$ cat src/rtl/uart_rx_fifo_cfg.sv
// uart_rx_fifo_cfg: parametrised UART receiver with FIFO output.
//
// The receiver has these parts:
//   - a programmable baud-tick generator;
//   - a 2-flop input synchroniser;
//   - an oversampling receive FSM with configurable data width, parity and
//     stop bits;
//   - a first-word-fall-through FIFO with a valid/ready output.
// Each FIFO word carries its own parity and framing error flags. A sticky
// overrun flag records frames dropped while the FIFO was full.
//
// Ports:
//   clk          system clock
//   reset        asynchronous, active-high reset
//   baud_div     tick divisor, tick period = baud_div + 1 clocks
//   rx           asynchronous serial input, idle high
//   rx_ready     consumer accepts the head word this cycle
//   clr_overrun  one-cycle pulse that clears overrun
//   rx_valid     FIFO not empty
//   rx_data      head word data (0 while empty)
//   rx_par_err   parity error of the head word (0 while empty)
//   rx_frm_err   framing error of the head word (0 while empty)
//   overrun      sticky: a completed frame was dropped on a full FIFO
//   fifo_count   number of occupied FIFO entries
module uart_rx_fifo_cfg #(
    parameter int unsigned DATA_BITS  = 8,
    parameter int unsigned PARITY     = 0,
    parameter int unsigned STOP_BITS  = 1,
    parameter int unsigned OVERSAMPLE = 16,
    parameter int unsigned DIV_W      = 8,
    parameter int unsigned FIFO_DEPTH = 4
) (
    input  logic                          clk,
    input  logic                          reset,
    input  logic [DIV_W-1:0]              baud_div,
    input  logic                          rx,
    input  logic                          rx_ready,
    input  logic                          clr_overrun,
    output logic                          rx_valid,
    output logic [DATA_BITS-1:0]          rx_data,
    output logic                          rx_par_err,
    output logic                          rx_frm_err,
    output logic                          overrun,
    output logic [$clog2(FIFO_DEPTH):0]   fifo_count
);

    localparam int unsigned S_W    = $clog2(OVERSAMPLE);
    localparam int unsigned N_W    = $clog2(DATA_BITS);
    localparam int unsigned PTR_W  = $clog2(FIFO_DEPTH);
    localparam int unsigned CNT_W  = PTR_W + 1;
    localparam int unsigned WORD_W = DATA_BITS + 2;

    localparam logic [S_W-1:0]   S_HALF    = S_W'(OVERSAMPLE / 2 - 1);
    localparam logic [S_W-1:0]   S_LAST    = S_W'(OVERSAMPLE - 1);
    localparam logic [N_W-1:0]   N_LAST    = N_W'(DATA_BITS - 1);
    localparam logic             STOP_LAST = 1'(STOP_BITS - 1);
    localparam logic [CNT_W-1:0] CNT_FULL  = CNT_W'(FIFO_DEPTH);

    typedef enum logic [2:0] {
        ST_IDLE,
        ST_START,
        ST_DATA,
        ST_PARITY,
        ST_STOP,
        ST_BRK_WAIT
    } state_t;

    // Registers
    logic [DIV_W-1:0]     tick_cnt_q, tick_cnt_d;
    logic                 sync1_q, sync1_d;
    logic                 sync2_q, sync2_d;
    state_t               state_q, state_d;
    logic [S_W-1:0]       s_q, s_d;
    logic [N_W-1:0]       n_q, n_d;
    logic                 stop_q, stop_d;
    logic [DATA_BITS-1:0] shift_q, shift_d;
    logic                 par_err_q, par_err_d;
    logic                 frm_err_q, frm_err_d;
    logic [WORD_W-1:0]    mem_q [FIFO_DEPTH];
    logic [WORD_W-1:0]    mem_d [FIFO_DEPTH];
    logic [PTR_W-1:0]     wr_ptr_q, wr_ptr_d;
    logic [PTR_W-1:0]     rd_ptr_q, rd_ptr_d;
    logic [CNT_W-1:0]     count_q, count_d;
    logic                 overrun_q, overrun_d;
    logic                 valid_q, valid_d;
    logic [WORD_W-1:0]    head_q, head_d;

    // Combinational helpers
    logic              tick;
    logic              rx_s;
    logic              push;
    logic [WORD_W-1:0] push_word;
    logic              frm_next;
    logic              par_ones;
    logic              pop;
    logic              full;
    logic              do_push;
    logic              drop;

    // Baud tick: live compare, so a smaller new divisor runs to 2^DIV_W first.
    always_comb begin
        tick       = (tick_cnt_q == baud_div);
        tick_cnt_d = tick ? '0 : tick_cnt_q + DIV_W'(1);
    end

    // Two-flop synchroniser on the serial input.
    always_comb begin
        sync1_d = rx;
        sync2_d = sync1_q;
        rx_s    = sync2_q;
    end

    // Receive FSM: start validation at mid start bit, then one sample per bit.
    always_comb begin
        state_d   = state_q;
        s_d       = s_q;
        n_d       = n_q;
        stop_d    = stop_q;
        shift_d   = shift_q;
        par_err_d = par_err_q;
        frm_err_d = frm_err_q;
        push      = 1'b0;
        push_word = '0;
        frm_next  = frm_err_q | ~rx_s;
        par_ones  = (^shift_q) ^ rx_s;

        case (state_q)
            ST_IDLE: begin
                if (!rx_s) begin
                    state_d = ST_START;
                    s_d     = '0;
                end
            end
            ST_START: begin
                if (tick) begin
                    if (s_q == S_HALF) begin
                        if (!rx_s) begin
                            state_d   = ST_DATA;
                            s_d       = '0;
                            n_d       = '0;
                            par_err_d = 1'b0;
                            frm_err_d = 1'b0;
                        end else begin
                            // Line went back high: treat as a glitch.
                            state_d = ST_IDLE;
                        end
                    end else begin
                        s_d = s_q + S_W'(1);
                    end
                end
            end
            ST_DATA: begin
                if (tick) begin
                    if (s_q == S_LAST) begin
                        s_d     = '0;
                        shift_d = {rx_s, shift_q[DATA_BITS-1:1]};
                        n_d     = n_q + N_W'(1);
                        if (n_q == N_LAST) begin
                            state_d = (PARITY != 0) ? ST_PARITY : ST_STOP;
                            stop_d  = 1'b0;
                        end
                    end else begin
                        s_d = s_q + S_W'(1);
                    end
                end
            end
            ST_PARITY: begin
                if (tick) begin
                    if (s_q == S_LAST) begin
                        s_d     = '0;
                        stop_d  = 1'b0;
                        state_d = ST_STOP;
                        // par_ones = 1 when data+parity holds an odd number of 1s.
                        par_err_d = (PARITY == 1) ? ~par_ones : par_ones;
                    end else begin
                        s_d = s_q + S_W'(1);
                    end
                end
            end
            ST_STOP: begin
                if (tick) begin
                    if (s_q == S_LAST) begin
                        s_d       = '0;
                        frm_err_d = frm_next;
                        if (stop_q == STOP_LAST) begin
                            push      = 1'b1;
                            push_word = {frm_next, par_err_q, shift_q};
                            state_d   = frm_next ? ST_BRK_WAIT : ST_IDLE;
                        end else begin
                            stop_d = 1'b1;
                        end
                    end else begin
                        s_d = s_q + S_W'(1);
                    end
                end
            end
            ST_BRK_WAIT: begin
                // A held-low line yields one word, then waits for idle.
                if (rx_s) begin
                    state_d = ST_IDLE;
                end
            end
            default: begin
                state_d = ST_IDLE;
            end
        endcase
    end

    // FIFO: a full FIFO still accepts a push when the head is popped the same cycle.
    always_comb begin
        pop     = valid_q && rx_ready;
        full    = (count_q == CNT_FULL);
        do_push = push && (!full || pop);
        drop    = push && full && !pop;

        mem_d = mem_q;
        if (do_push) begin
            mem_d[wr_ptr_q] = push_word;
        end
        wr_ptr_d = wr_ptr_q + PTR_W'(do_push);
        rd_ptr_d = rd_ptr_q + PTR_W'(pop);
        count_d  = count_q + CNT_W'(do_push) - CNT_W'(pop);

        // A drop in the same cycle as clr_overrun leaves overrun set.
        if (drop) begin
            overrun_d = 1'b1;
        end else if (clr_overrun) begin
            overrun_d = 1'b0;
        end else begin
            overrun_d = overrun_q;
        end

        // Head is registered from next-state storage, so outputs read 0 when empty.
        valid_d = (count_d != '0);
        head_d  = valid_d ? mem_d[rd_ptr_d] : '0;
    end

    // State registers
    always_ff @(posedge clk or posedge reset) begin
        if (reset) begin
            tick_cnt_q <= '0;
            sync1_q    <= 1'b1;
            sync2_q    <= 1'b1;
            state_q    <= ST_IDLE;
            s_q        <= '0;
            n_q        <= '0;
            stop_q     <= 1'b0;
            shift_q    <= '0;
            par_err_q  <= 1'b0;
            frm_err_q  <= 1'b0;
            mem_q      <= '{default: '0};
            wr_ptr_q   <= '0;
            rd_ptr_q   <= '0;
            count_q    <= '0;
            overrun_q  <= 1'b0;
            valid_q    <= 1'b0;
            head_q     <= '0;
        end else begin
            tick_cnt_q <= tick_cnt_d;
            sync1_q    <= sync1_d;
            sync2_q    <= sync2_d;
            state_q    <= state_d;
            s_q        <= s_d;
            n_q        <= n_d;
            stop_q     <= stop_d;
            shift_q    <= shift_d;
            par_err_q  <= par_err_d;
            frm_err_q  <= frm_err_d;
            mem_q      <= mem_d;
            wr_ptr_q   <= wr_ptr_d;
            rd_ptr_q   <= rd_ptr_d;
            count_q    <= count_d;
            overrun_q  <= overrun_d;
            valid_q    <= valid_d;
            head_q     <= head_d;
        end
    end

    assign rx_valid   = valid_q;
    assign rx_data    = head_q[DATA_BITS-1:0];
    assign rx_par_err = head_q[DATA_BITS];
    assign rx_frm_err = head_q[DATA_BITS+1];
    assign overrun    = overrun_q;
    assign fifo_count = count_q;

endmodule
$ cat config.mk
export PLATFORM = sky130hd
export DESIGN_NAME = uart_rx_fifo_cfg
export DESIGN_NICKNAME = d
export VERILOG_FILES = /design/src/rtl/uart_rx_fifo_cfg.sv
export SDC_FILE = /design/constraint.sdc
export NUM_CORES = 1
export LEC_CHECK = 0
export ABC_AREA = 0
export BUFFER_PORTS_ARGS = -buffer_cell sky130_fd_sc_hd__buf_2
export CORE_UTILIZATION = 30
export DETAILED_ROUTE_END_ITERATION = 12
export SYNTH_ARGS = -nofsm -noshare
export SYNTH_HDL_FRONTEND = slang
export SYNTH_SLANG_ARGS = --single-unit
$ cat constraint.sdc
create_clock -name clk -period 8.16 [get_ports clk]
set_clock_uncertainty 0.1 [all_clocks]
set_input_delay 1.632 -clock clk [delete_from_list [all_inputs] [get_ports clk]]
set_output_delay 1.632 -clock clk [all_outputs]
set_load 0.05 [all_outputs]
Yosys cells after proc, flatten, opt, wreduce, memory -nomap -nowiden
Cells that the tools add are included.
Cells by class
  add/subtract/negate cells: 7
  magnitude comparators: 3
  equal/unequal tests: 24
  mux-type cells: 64
  bitwise operators: 5
  reductions and logical operators: 25
Operators with widths (number)
  $mux 10: 8
  $mux 3: 18
  $bwmux 40: 1
  $mux 40: 1
  $ne 2x2->1 const B: 13
  $mux 1: 21
  $bmux 10 s2: 1
  $demux 10 s2: 1
  $mux 4: 5
  $pmux 3 s6: 1
  $reduce_and 6->1: 3
  $eq 3x3->1 const B: 4
  $pmux 4 s3: 1
  $reduce_and 12->1: 1
  $reduce_bool 3->1: 3
  $add 8x1->8 const B: 1
  $eq 8x8->1: 1
  $mux 8: 1
  $reduce_and 8->1: 1
  $reduce_bool 2->1: 4
  $reduce_xor 8->1: 1
  $eq 3x2->1 const B: 2
  $ge 3x3->1 const B: 2
  $not 2->3: 2
  other kinds (23): 31
Word-level totals
  register bits: 90
  input bits: 13
  output and inout port bits: 15
  logic and storage cells: 148

Logic depth before layout (Yosys ltp)
  word-level depth: 12
  depth in mapped cells: 17
  depth with buffers taken out: 15

Worst setup path after synthesis
Ideal clock, no wire load.
  path type: input to register
  start: in baud_div[7]
  end: reg head_q[9]
  library setup time: 126 ps
  arrival time: 5238 ps
  required time: 7934 ps
  slack: 2695 ps
  stages: 16
  path buffers: 2
  cells stage by stage: xor2_1 -> nor4_4 -> and2_0 -> clkbuf_1 -> clkbuf_1 -> nand2_1 -> ha_1 -> inv_1 -> ha_1 -> fa_1 -> xnor2_1 -> xnor2_1 -> nor3_1 -> inv_1 -> o31a_1 -> a311o_1
Between the ends
  elaborated cells between the ends (all ways): 15
  classes of those cells: add/sub: 2; eq/ne: 1; mux: 10; reduce/logical: 2
RTL lines
  start: declaration: RTL line 35  | input logic [DIV_W-1:0] baud_div,
  $eq 8x8->1: RTL line 102  | tick = (tick_cnt_q == baud_div);
  $mux 1: RTL line 181  | if (tick) begin
  $mux 1: RTL line 127  | case (state_q)
  $logic_and 1x1->1: RTL line 213  | do_push = push && (!full || pop);
  $add 3x1->3: RTL line 222  | count_d = count_q + CNT_W'(do_push) - CNT_W'(pop);
  $sub 3x1->3: RTL line 222
  named net count_d[2]: RTL line 83  | logic [CNT_W-1:0] count_q, count_d;
  $reduce_bool 3->1: RTL line 234  | valid_d = (count_d != '0);
  named net valid_d: RTL line 85  | logic valid_q, valid_d;
  $mux 10: RTL line 235  | head_d = valid_d ? mem_d[rd_ptr_d] : '0;
  named net head_d[9]: RTL line 86  | logic [WORD_W-1:0] head_q, head_d;
  end signal: assignment: RTL line 257  | head_q <= '0;
  end signal: assignment: RTL line 275  | head_q <= head_d;
  end: declaration: RTL line 86
The timed path passes the listed nets, and every way through them passes these cells. The select of a mux whose other input is x is not followed.
A chain may end at the register's enable or synchronous reset.

Worst setup path in the final report
  start: in baud_div[3]
  end: reg head_q[9]
Same word-level chain as after synthesis.

==> impl_metrics.ini <==
[timing]
finalHoldViolations = 0
relSlewSlack_pct = 25.83
whs_ns = 0.2599
slew_violations = 0
fmax_ghz = 0.1934
setup_viol = 0
post-route-period-util_pct = 63.36
setup_tns_ns = 0
worstMarginPinSlew_ns = 1.113
post-route-min-period_ns = 5.170
rsz0062_at_grt = no

[cts]
post_cts_buffers = 0
clock_sinks = 89
clockBufferDepth = 2
path_clk_slew_ns = 0.07
numCtsBuffers = 9
cts_hold_buf = 0
clk_latency_ns = 0.34
cts_resized = 0
cts_tree = built
htree_levels = 3
root_buffer = clkbuf_16

[synth]
syn-num-nets = 384
syn_area_mm2 = 0.004225
yosys.area.top_type = dfrtp_1
syn_area_per_cell_um2 = 11.67
synth_edf_count = 0
synth_top_area_share_pct = 51.53
ys_types = 47
synthArstFlopShare_pct = 100.0
yosys_warnings = 0
synthFlopType = dfrtp_1
synth-seq-cells = 89
syn_inst = 362
synth_seq_area_share_pct = 52.77
synthTopCellsByArea = dfrtp_1 (52%), mux2_2 (11%), xor2_1 (2.9%), nor3_1 (2.8%), xnor2_1 (2.7%)

[drt]
wl_mm = 9.115
vias_per_cell = 5.007
vias = 2844
drt-pass1-iter-count = 4
ant_nets = 0
wl_per_cell_um = 16.05
drc = 0
drtIter0Drc = 227

[job]
cap_violations = 0

[floorplan]
core_area_mm2 = 0.01351
die_x_um = 120.7
start_util_pct = 31.29
die_h_um = 120.7
ioPinCount = 28
die_area_mm2 = 0.01456
rows = 42

[power]
max-vdd-ir-drop_uv = 153.6
p_leak_nw = 2.293
power_density_mw_per_mm2 = 335.4

[setup_path]
crit_slowest_cell = and2_0
path_max_fanout = 14
end_kind = register
path_cells = buf_2, xor2_1, nor4_4, and2_0, nand2_1, ha_1, inv_1, ha_1, fa_1, xnor2_1, xnor2_1, nor3_1, buf_4, inv_1, o31a_1, a311o_1
start_kind = input port
arrival_ns = 5.29
cp_top_family = simple AND/OR/NAND/NOR gates
slowest_delay_ns = 0.64
worstSetupPathType = input port to register
cp.required_ns = 8.28
r2r_slack_ns = 3.94
path_buf_inv = 4

[final_layout]
nNetsFinal = 409
n_antenna_cell = 0
syn2layout_area_growth_pct = 15.04
drive_above_1_share_pct = 25.26
multi_input_area_mm2 = 0.001874
regArea_mm2 = 0.002230
nFillCells = 1322

[global_routing]
grt_overflow_total = 0
antenna_found_initial = 0
grt_pass1_wl_mm = 15.48
grt_pass1_vias = 3063
grtUsageTotal_pct = 13.91
grt_max_degree = 90

[place]
numPortBuffers = 27
routabilityCongestion = 0.8837
dp_hpwl_mm = 5.907

[status]
status = complete, no violations

[worst_hold_path]
min_path_type = register to register
## cell type report
type | instances | share of cell area, %
clock inverters | 6 | 1.853
flip-flops and latches | 89 | 45.87
multi-input cells | 244 | 38.56
clock buffers | 10 | 4.916
inverters | 13 | 1.030
repair buffers | 30 | 3.243
well taps | 176 | 4.530
## report_power, final
group	leakage [nW]	internal (mW)	switching (mW)
Combinational	0.942	0.212	0.393
Sequential	1.19	0.508	0.0701
Clock	0.159	0.277	0.170
## synthesized netlist by cell type (3+ instances only)
cell type	number
nand2_1	24
mux2i_1	4
ha_1	8
xor2_1	14
nor4b_1	8
mux2_1	4
mux2_2	43
a21oi_1	6
xnor2_1	13
dfrtp_1	87
o21ai_0	12
o22a_1	8
nand2b_1	5
clkbuf_1	11
buf_2	4
and2_1	3
nor2_1	20
nor3_1	24
and3_1	5
nand4_1	4
a31oi_1	3
inv_1	12
nand3_1	7
## cell families after synthesis
| group | after synthesis | synth area share, % |
|---|---|---|
| AND/OR/NAND/NOR | 110 | 14.33 |
| AO/OA/AOI/OAI | 46 | 7.878 |
| multiplexers | 51 | 13.47 |
| adder cells (fa/ha/maj) | 10 | 3.080 |
| buffers and inverters | 29 | 2.872 |
| flip-flops | 89 | 52.77 |
| XOR/XNOR | 27 | 5.597 |
## path summary, 6_finish.rpt
kind                                              start                      end  cells after the start
worst max-delay path                        baud_div[3]      head_q[9]$_DFF_PP0_                     16
worst min-delay path                  sync1_q$_DFF_PP1_           rx_s$_DFF_PP1_                      0
worst max register to register  tick_cnt_q[0]$_DFF_PP0_      head_q[9]$_DFF_PP0_                     15
worst min register to register        sync1_q$_DFF_PP1_           rx_s$_DFF_PP1_                      0
max in group asynchronous                         reset      overrun$_DFFE_PP0P_                      3
min in group asynchronous                         reset  tick_cnt_q[6]$_DFF_PP0_                      3
## per-layer routing
metal	wire length (um)	vias to the layer above	global-route usage (%)
met4	142	0	4.707
met3	498	8	3.868
li1	-	1342	-
met2	4221	60	21.80
met5	0	-	0
met1	4252	1434	18.45
## sequential cells by signal, summed over array words and instances (netlist names)
register    cells
sync1_q         1
overrun         1
state_q         3
mem_q          40
rx_s            1
frm_err_q       1
wr_ptr_q        2
fifo_count      3
rx_valid        1
head_q         10
rd_ptr_q        2
par_err_q       1
n_q             3
s_q             4
tick_cnt_q      8
shift_q         8
## worst register-to-register path: stages, from the launching register on
cell     delay, ns
dfrtp_1       0.45
xor2_1        0.19
nor4_4        0.43
and2_0        0.64
nand2_1       0.17
ha_1          0.32
inv_1         0.04
ha_1          0.18
fa_1          0.38
xnor2_1       0.15
xnor2_1       0.16
nor3_1        0.14
buf_4         0.21
inv_1         0.12
o31a_1        0.13
a311o_1       0.32
## cells in the final DEF (no fill, tap or decap), types with 3 or more instances in the layout
cell type / Yosys / routed
ha_1: 8 / 8
xor2_1: 14 / 14
nor3_1: 24 / 24
xnor2_1: 13 / 13
buf_2: 4 / 27
o22a_1: 8 / 8
mux2_1: 4 / 4
nand2_1: 24 / 24
inv_1: 12 / 11
a21oi_1: 6 / 6
dfrtp_1: 87 / 87
and3_1: 5 / 5
nand2b_1: 5 / 5
clkbuf_16: 0 / 9
buf_4: 0 / 3
nor4b_1: 8 / 8
mux2_2: 43 / 43
o21ai_0: 12 / 12
nor2_1: 20 / 20
a31oi_1: 3 / 3
and2_1: 3 / 3
nand4_1: 4 / 4
mux2i_1: 4 / 4
nand3_1: 7 / 7
## metrics by stage
stage	power, mW	instances	cell area (um2)	utilization [%]	setup WS (ns)
after floorplan	1.026	362	4225	-	2.695
after detailed placement	1.187	552	4532	33.56	2.636
after global placement	1.178	552	4532	33.56	2.752
after CTS	1.648	568	4861	35.99	2.965
after global routing	1.726	568	4861	35.99	2.695
final	1.630	568	4861	35.99	2.990
(Power assumes the default switching activity.)
